===== config.mk =====
export PLATFORM = sky130hd
export DESIGN_NAME = uart_rx_unit
export DESIGN_NICKNAME = d
export VERILOG_FILES = /design/src/rtl/uart_rx_unit.sv
export SDC_FILE = /design/constraint.sdc
export NUM_CORES = 1
export LEC_CHECK = 0
export CAP_MARGIN = 20
export CORE_MARGIN = 1
export CORE_UTILIZATION = 50
export DETAILED_ROUTE_END_ITERATION = 6
export PLACE_DENSITY = 0.72
export SYNTH_ARGS = -nofsm -noshare
export SYNTH_HDL_FRONTEND = slang
export SYNTH_SLANG_ARGS = --single-unit

===== constraint.sdc =====
create_clock -name clk -period 3.82 [get_ports clk]
set_input_delay 0.764 -clock clk [delete_from_list [all_inputs] [get_ports clk]]
set_output_delay 0.764 -clock clk [all_outputs]
set_load 0.05 [all_outputs]

===== src/rtl/uart_rx_unit.sv =====
// UART receiver with built-in baud divider: start/data/parity/stop framing, mid-bit sampling.
// Optional macro UART_RX_SYNC_EN adds a 2-FF synchronizer on rx ahead of edge detection.
module uart_rx_unit #(
    parameter int CLK_FREQ_HZ = 100_000_000
) (
    input  logic       clk,
    input  logic       rst,
    input  logic       rx,
    input  logic       clk_mode,
    input  logic [2:0] baud_sel,
    input  logic       data_size,
    input  logic       parity_en,
    input  logic [1:0] parity_mode,
    output logic [7:0] data,
    output logic       valid,
    output logic       ready,
    output logic       new_data,
    output logic       uart_clk,
    output logic       uart_en
);

    localparam int CW = 20;

    typedef enum logic [2:0] {
        ST_IDLE,
        ST_START,
        ST_DATA,
        ST_PARITY,
        ST_STOP
    } state_t;

    // Rounded bit period for table index {clk_mode, baud_sel}.
    function automatic logic [CW-1:0] calc_div(input int idx);
        logic [63:0] base;
        logic [63:0] num;
        base = (idx >= 8) ? 64'd460_800 : 64'd76_800;
        num  = 64'(CLK_FREQ_HZ) << (idx % 8);
        return CW'((num + (base >> 1)) / base);
    endfunction

    logic [CW-1:0] div_table [16];

    for (genvar gi = 0; gi < 16; gi++) begin : g_div
        assign div_table[gi] = calc_div(gi);
    end

    logic rx_s;

`ifdef UART_RX_SYNC_EN
    logic [1:0] sync_reg;

    always_ff @(posedge clk) begin
        if (rst) begin
            sync_reg <= 2'b11;
        end else begin
            sync_reg <= {sync_reg[0], rx};
        end
    end

    assign rx_s = sync_reg[1];
`else
    assign rx_s = rx;
`endif

    state_t        state_reg;
    logic          rx_prev_reg;
    logic [CW-1:0] cnt_reg;
    logic [CW-1:0] n_reg;
    logic [CW-1:0] h_reg;
    logic          dsize_reg;
    logic          pen_reg;
    logic [1:0]    pmode_reg;
    logic [7:0]    shift_reg;
    logic [2:0]    bit_idx_reg;
    logic          parity_ok_reg;
    logic [7:0]    data_reg;
    logic          valid_reg;
    logic          ready_reg;
    logic          new_data_reg;
    logic          uart_clk_reg;
    logic          uart_en_reg;

    logic          tick;
    logic          parity_exp;
    logic [2:0]    last_idx;

    assign tick     = uart_en_reg && (cnt_reg == h_reg - 1'b1);
    assign last_idx = dsize_reg ? 3'd7 : 3'd6;

    always_comb begin
        parity_exp = 1'b0;
        case (pmode_reg)
            2'b11:   parity_exp = ~^shift_reg;
            2'b10:   parity_exp = ^shift_reg;
            2'b01:   parity_exp = 1'b1;
            default: parity_exp = 1'b0;
        endcase
    end

    always_ff @(posedge clk) begin
        if (rst) begin
            state_reg     <= ST_IDLE;
            rx_prev_reg   <= 1'b1;
            cnt_reg       <= '0;
            n_reg         <= '0;
            h_reg         <= '0;
            dsize_reg     <= 1'b0;
            pen_reg       <= 1'b0;
            pmode_reg     <= 2'b00;
            shift_reg     <= 8'h00;
            bit_idx_reg   <= 3'd0;
            parity_ok_reg <= 1'b1;
            data_reg      <= 8'h00;
            valid_reg     <= 1'b0;
            ready_reg     <= 1'b1;
            new_data_reg  <= 1'b0;
            uart_clk_reg  <= 1'b0;
            uart_en_reg   <= 1'b0;
        end else begin
            rx_prev_reg  <= rx_s;
            new_data_reg <= 1'b0;

            // Free-running phase counter; uart_clk is high from each tick to the period wrap.
            if (uart_en_reg) begin
                if (cnt_reg == n_reg - 1'b1) begin
                    cnt_reg      <= '0;
                    uart_clk_reg <= 1'b0;
                end else begin
                    cnt_reg <= cnt_reg + 1'b1;
                end
                if (tick) begin
                    uart_clk_reg <= 1'b1;
                end
            end else begin
                uart_clk_reg <= 1'b0;
            end

            case (state_reg)
                ST_IDLE: begin
                    if (rx_prev_reg && !rx_s) begin
                        state_reg     <= ST_START;
                        ready_reg     <= 1'b0;
                        uart_en_reg   <= 1'b1;
                        cnt_reg       <= '0;
                        uart_clk_reg  <= 1'b0;
                        n_reg         <= div_table[{clk_mode, baud_sel}];
                        h_reg         <= div_table[{clk_mode, baud_sel}] >> 1;
                        dsize_reg     <= data_size;
                        pen_reg       <= parity_en;
                        pmode_reg     <= parity_mode;
                        shift_reg     <= 8'h00;
                        bit_idx_reg   <= 3'd0;
                        parity_ok_reg <= 1'b1;
                    end
                end
                ST_START: begin
                    if (tick) begin
                        if (rx_s) begin
                            state_reg   <= ST_IDLE;
                            ready_reg   <= 1'b1;
                            uart_en_reg <= 1'b0;
                        end else begin
                            state_reg <= ST_DATA;
                        end
                    end
                end
                ST_DATA: begin
                    if (tick) begin
                        shift_reg[bit_idx_reg] <= rx_s;
                        bit_idx_reg            <= bit_idx_reg + 1'b1;
                        if (bit_idx_reg == last_idx) begin
                            state_reg <= pen_reg ? ST_PARITY : ST_STOP;
                        end
                    end
                end
                ST_PARITY: begin
                    if (tick) begin
                        parity_ok_reg <= (rx_s == parity_exp);
                        state_reg     <= ST_STOP;
                    end
                end
                ST_STOP: begin
                    // Frame completes at the stop-bit sample; the remainder of the stop bit is ignored.
                    if (tick) begin
                        data_reg     <= shift_reg;
                        valid_reg    <= parity_ok_reg & rx_s;
                        new_data_reg <= 1'b1;
                        uart_en_reg  <= 1'b0;
                        ready_reg    <= 1'b1;
                        state_reg    <= ST_IDLE;
                    end
                end
                default: begin
                    state_reg   <= ST_IDLE;
                    ready_reg   <= 1'b1;
                    uart_en_reg <= 1'b0;
                end
            endcase
        end
    end

    assign data     = data_reg;
    assign valid    = valid_reg;
    assign ready    = ready_reg;
    assign new_data = new_data_reg;
    assign uart_clk = uart_clk_reg;
    assign uart_en  = uart_en_reg;

endmodule


[After elaboration in Yosys (flattened, before gate mapping)]
Memories as Yosys holds them, arrays and structs flattened.
Index checks and enable logic that the tools add are counted.
Cells by class
  $add $sub $neg: 4
  multipliers: 0
  divide/modulo/power cells: 0
  magnitude comparators: 3
  eq/ne operators: 18
  shifts and indexed selects: 0
  mux-type cells: 44
  bitwise operators: 4
  reduce and logical (&&, ||, !) cells: 17
Operator list (count)
  20-bit two-way mux: 6
  20-bit equality test: 2
  3-bit two-way mux: 9
  20-bit by 1-bit adder with 20-bit output, second input constant: 1
  19-bit by 1-bit subtractor with 20-bit output, second input constant: 1
  20-bit by 1-bit subtractor with 20-bit output, second input constant: 1
  1-bit two-way mux: 17
  8-bit two-way mux: 2
  8-bit one-hot mux with 2 select lines: 1
  3-bit one-hot mux with 5 select lines: 1
  2-bit != test, second input constant: 7
  8-bit bitwise mux: 1
  1-bit one-hot mux with 4 select lines: 2
  8-bit XNOR reduction: 1
  8-bit XOR reduction: 1
  3-bit by 2-bit equality test with 1-bit output, second input constant: 2
  3-bit one-hot mux with 2 select lines: 1
  3-bit AND reduction: 2
  6-bit AND reduction: 1
  5-bit >= comparator, second input constant: 1
  4-bit NOT with 5-bit output: 1
  5-bit AND reduction: 1
  2-bit equality test, second input constant: 2
  3-bit by 4-bit < comparator with 1-bit output, second input constant: 1
  other kinds (19): 25
Storage, ports and cells
  register bits after elaboration: 92
  latch bits: 0
  RAM bits: 0
  ROM bits: 320
  input port bits: 11
  memories kept: 1
Memory list
  (no name shown): depth 16, bits a word 20, rd ports 1, clocked after memory_dff 0, write ports 0, line 147  | h_reg <= div_table[{clk_mode, baud_sel}] >> 1;

[Depth between registers and ports, before layout]
  depth after elaboration: 7
  depth in mapped cells: 11
  depth with buffers taken out: 10

[Worst setup path before layout]
Ideal clock, no wire load.
  path kind: register to register
  start point: register, netlist name n_reg[13]
  end point: register shift_reg[1]
  library setup time: 0.136 ns
  data arrival time: 2.840 ns
  data required time: 3.684 ns
  slack: 0.844 ns
  cell stages (with the launch flop): 11
  path buffers: 2
  path through: dfxtp_1 > buf_6 > or4_1 > or3_4 > or3_4 > a221oi_4 > inv_1 > nor4b_4 > or2_2 > buf_6 > a211oi_1
RTL lines
  end signal: indexed assignment: line 169  | shift_reg[bit_idx_reg] <= rx_s;
  end: declaration: line 73  | logic [7:0] shift_reg;

[Worst setup path in the final report]
  start point: register n_reg[1]
  end point: register cnt_reg[19]
Between the ends
  longest elaborated chain between the ends: 6
RTL lines
  start: declaration: line 68  | logic [CW-1:0] n_reg;
  20-bit by 1-bit subtractor with 20-bit output (*): line 125  | if (cnt_reg == n_reg - 1'b1) begin
  20-bit equality test (*): line 125
  20-bit two-way mux (*): line 125
  20-bit two-way mux (*): line 124  | if (uart_en_reg) begin
  20-bit two-way mux: line 140  | if (rx_prev_reg && !rx_s) begin
  20-bit two-way mux (*): line 138  | case (state_reg)
  end signal: assignment: line 129  | cnt_reg <= cnt_reg + 1'b1;
  end: declaration: line 67  | logic [CW-1:0] cnt_reg;
Every way passes the cells marked *; elsewhere a longest branch is shown, timed or not.
A chain may end at the register's enable or synchronous reset.

==> metrics <==
status complete, no violations; Post-DP HPWL 8369 um; max-slew violations 0; DRC 0; top-area cell type share of the netlist area 0.2954; total power between 1.5 and 2 mW; Layout area overhead 8.791%; Worst setup SP type register; hold path start ready; post-synthesis sequential area ratio 0.2954; worst hold path class reg2reg; Sink Count around 70; row count 35; GP Congestion 0.9677; Tmin final between 3000 and 4000 ps; Post-synth top cells nor2_1, dfxtp_1, nand2_1, xnor2_1, clkbuf_1; port buffer count 23; Filler cells just under 900; max FFs per register 20; Post-Syn Area per Cell ~8 um^2; grt ovf 0; Leakage 1.860 nW; Syn. warnings 0; skew final ~9.8 ps; CP endpoint kind register; # IOs 24; largest net degree at the start of global routing 51; vias in the first global route 3875; Worst-Skew Late Latency ~360 ps; CTS HTree Levels 3; postcts setup bufs 0; TritonCTS buffer count 9; Worst-path clk slew ~70 ps; vias per cell around 5.8; # hold bufs at CTS 0; Worst-Margin Slew 920.9 ps; Worst setup startpoint n_reg[1]; Layout Cell Area excl Fill about 5200 um^2; Cells after DPL just over 700; DR vias 4263; Crit Path Max Fanout 19; DR WL/cell 15.62 um; die height about 100 um; post-synthesis instance area 4811 um^2; Cell Pwr Density about 350 nW/um^2; EDFF count, synth 0; final setup violation count 0; final wirelength about 11000 um; top-count cell post-synth nor2_1; post-synth cell types 66; Most used DFF post-synth dfxtp_1; Gate Count Post-Synth around 600; Initial DRC Count around 280; synthesis-stage register bit count slightly above 70; die area about 10000 um^2; Data required, critical path roughly 4100 ps; IR Drop Worst-Case VDD 0.0002145 V; Tcrit/Tclk final 0.8768; Finished Layout Cells roughly 730; initial antenna violation count 0; drt first pass iters 5; share of cells above drive strength 1 0.08167; post-cts sizing count 0; reg2reg start n_reg[1]; largest cells by area after synthesis dfxtp_1, xnor2_1, xor2_1, nor2_1, nand2_1; global-route wire length before repair slightly below 20000 um; RSZ-0062 raised after global routing false; FFs w/ async S/R, synth 0; maxcap violations 0; Overall Global Routing Usage 0.2426; fmax 298.6 MHz; Fin. Hold Viols 0; CTS max path bufs 2; CP arrival roughly 3600 ps; root buffer cell clkbuf_8; Post-Syn Nets 621; CTS tree done; hold slack around 470 ps; Sum Neg Setup Slack 0 ps; fin nets approximately 620; Antenna Nets Post-Route 0; n_diodes 0; die width between 100 and 150 um; area leader, netlist dfxtp_1; Std-Cell Core Area between 9000 and 10000 um^2; DP Area between 5000 and 6000 um^2; Initial Utilization 0.5182; Crit Path Class reg2reg; Max-slew headroom 0.3861
[layout make-up]
type / count / area [um^2] / area share
multi-input combinational: 471 / 3142 / 0.6003
sequential: 71 / 1421 / 0.2716
timing repair buffer: 31 / 285.3 / 0.05451
clock inverter: 4 / 47.55 / 0.009084
inverter: 12 / 45.04 / 0.008606
clock buffer: 11 / 131.4 / 0.02510
tap: 129 / 161.4 / 0.03084
[power by group]
part / total, mW / switching, mW / internal [mW] / leakage, nW
logic: 0.425 / 0.247 / 0.178 / 1.19
registers: 0.807 / 0.0466 / 0.760 / 0.576
clock network: 0.576 / 0.280 / 0.296 / 0.0892
total: 1.81 / 0.574 / 1.23 / 1.86
[worst paths after layout]
kind | to | slack, ps | cells past startpoint
min | ready | 470 | 2
max reg2reg | cnt_reg[19] | 470 | 10
max | cnt_reg[19] | 470 | 10
min reg2reg | ready | 470 | 2
[kinds of logic after synthesis]
logic type,synth area share
and+or+nand+nor,0.2918
adders and majority gates,0.02341
xor gates and xnor gates,0.1420
DFF,0.2954
buffers and inverters,0.05253
AOI/OAI and AO/OA,0.1446
muxes,0.05019
[layout by cell type, fill, tap and decap left out, types with 16 or more instances in the layout]
cell type / Yosys / routed
nor2_1: 78 / 78
dfxtp_1: 71 / 71
nand2_1: 48 / 48
xnor2_1: 43 / 43
xor2_1: 35 / 35
a21oi_1: 29 / 29
nand3_1: 24 / 24
clkdlybuf4s50_1: 0 / 22
nor3_1: 19 / 18
o21ai_0: 16 / 16
a211oi_1: 16 / 16
[through the flow]
stage	setup WS, ps	utilization
after floorplan	844.0	-
after global placement	592.4	0.5445
after detailed placement	502.9	0.5445
after CTS	493.3	0.5637
after global routing	260.7	0.5637
final	470.7	0.5637
[per-layer routing]
metal | vias up | GRT usage | routed length, um
met1 | 2031 | 0.3469 | 5517
met4 | 0 | 0.08807 | 211
met2 | 108 | 0.3565 | 5088
li1 | 2106 | - | -
met3 | 18 | 0.05432 | 572
met5 | - | 0 | 0
[critical path: stages, from the launching register on]
cell      delay, ps
dfxtp_1         470
inv_1           190
ha_1            290
a21boi_0        370
nand2_1         120
xnor2_1         160
nor4_1          390
nand4_1         140
or4_4           550
o21ai_4         430
nor2_1          110
Note: power is estimated with default switching activity, not from simulation.
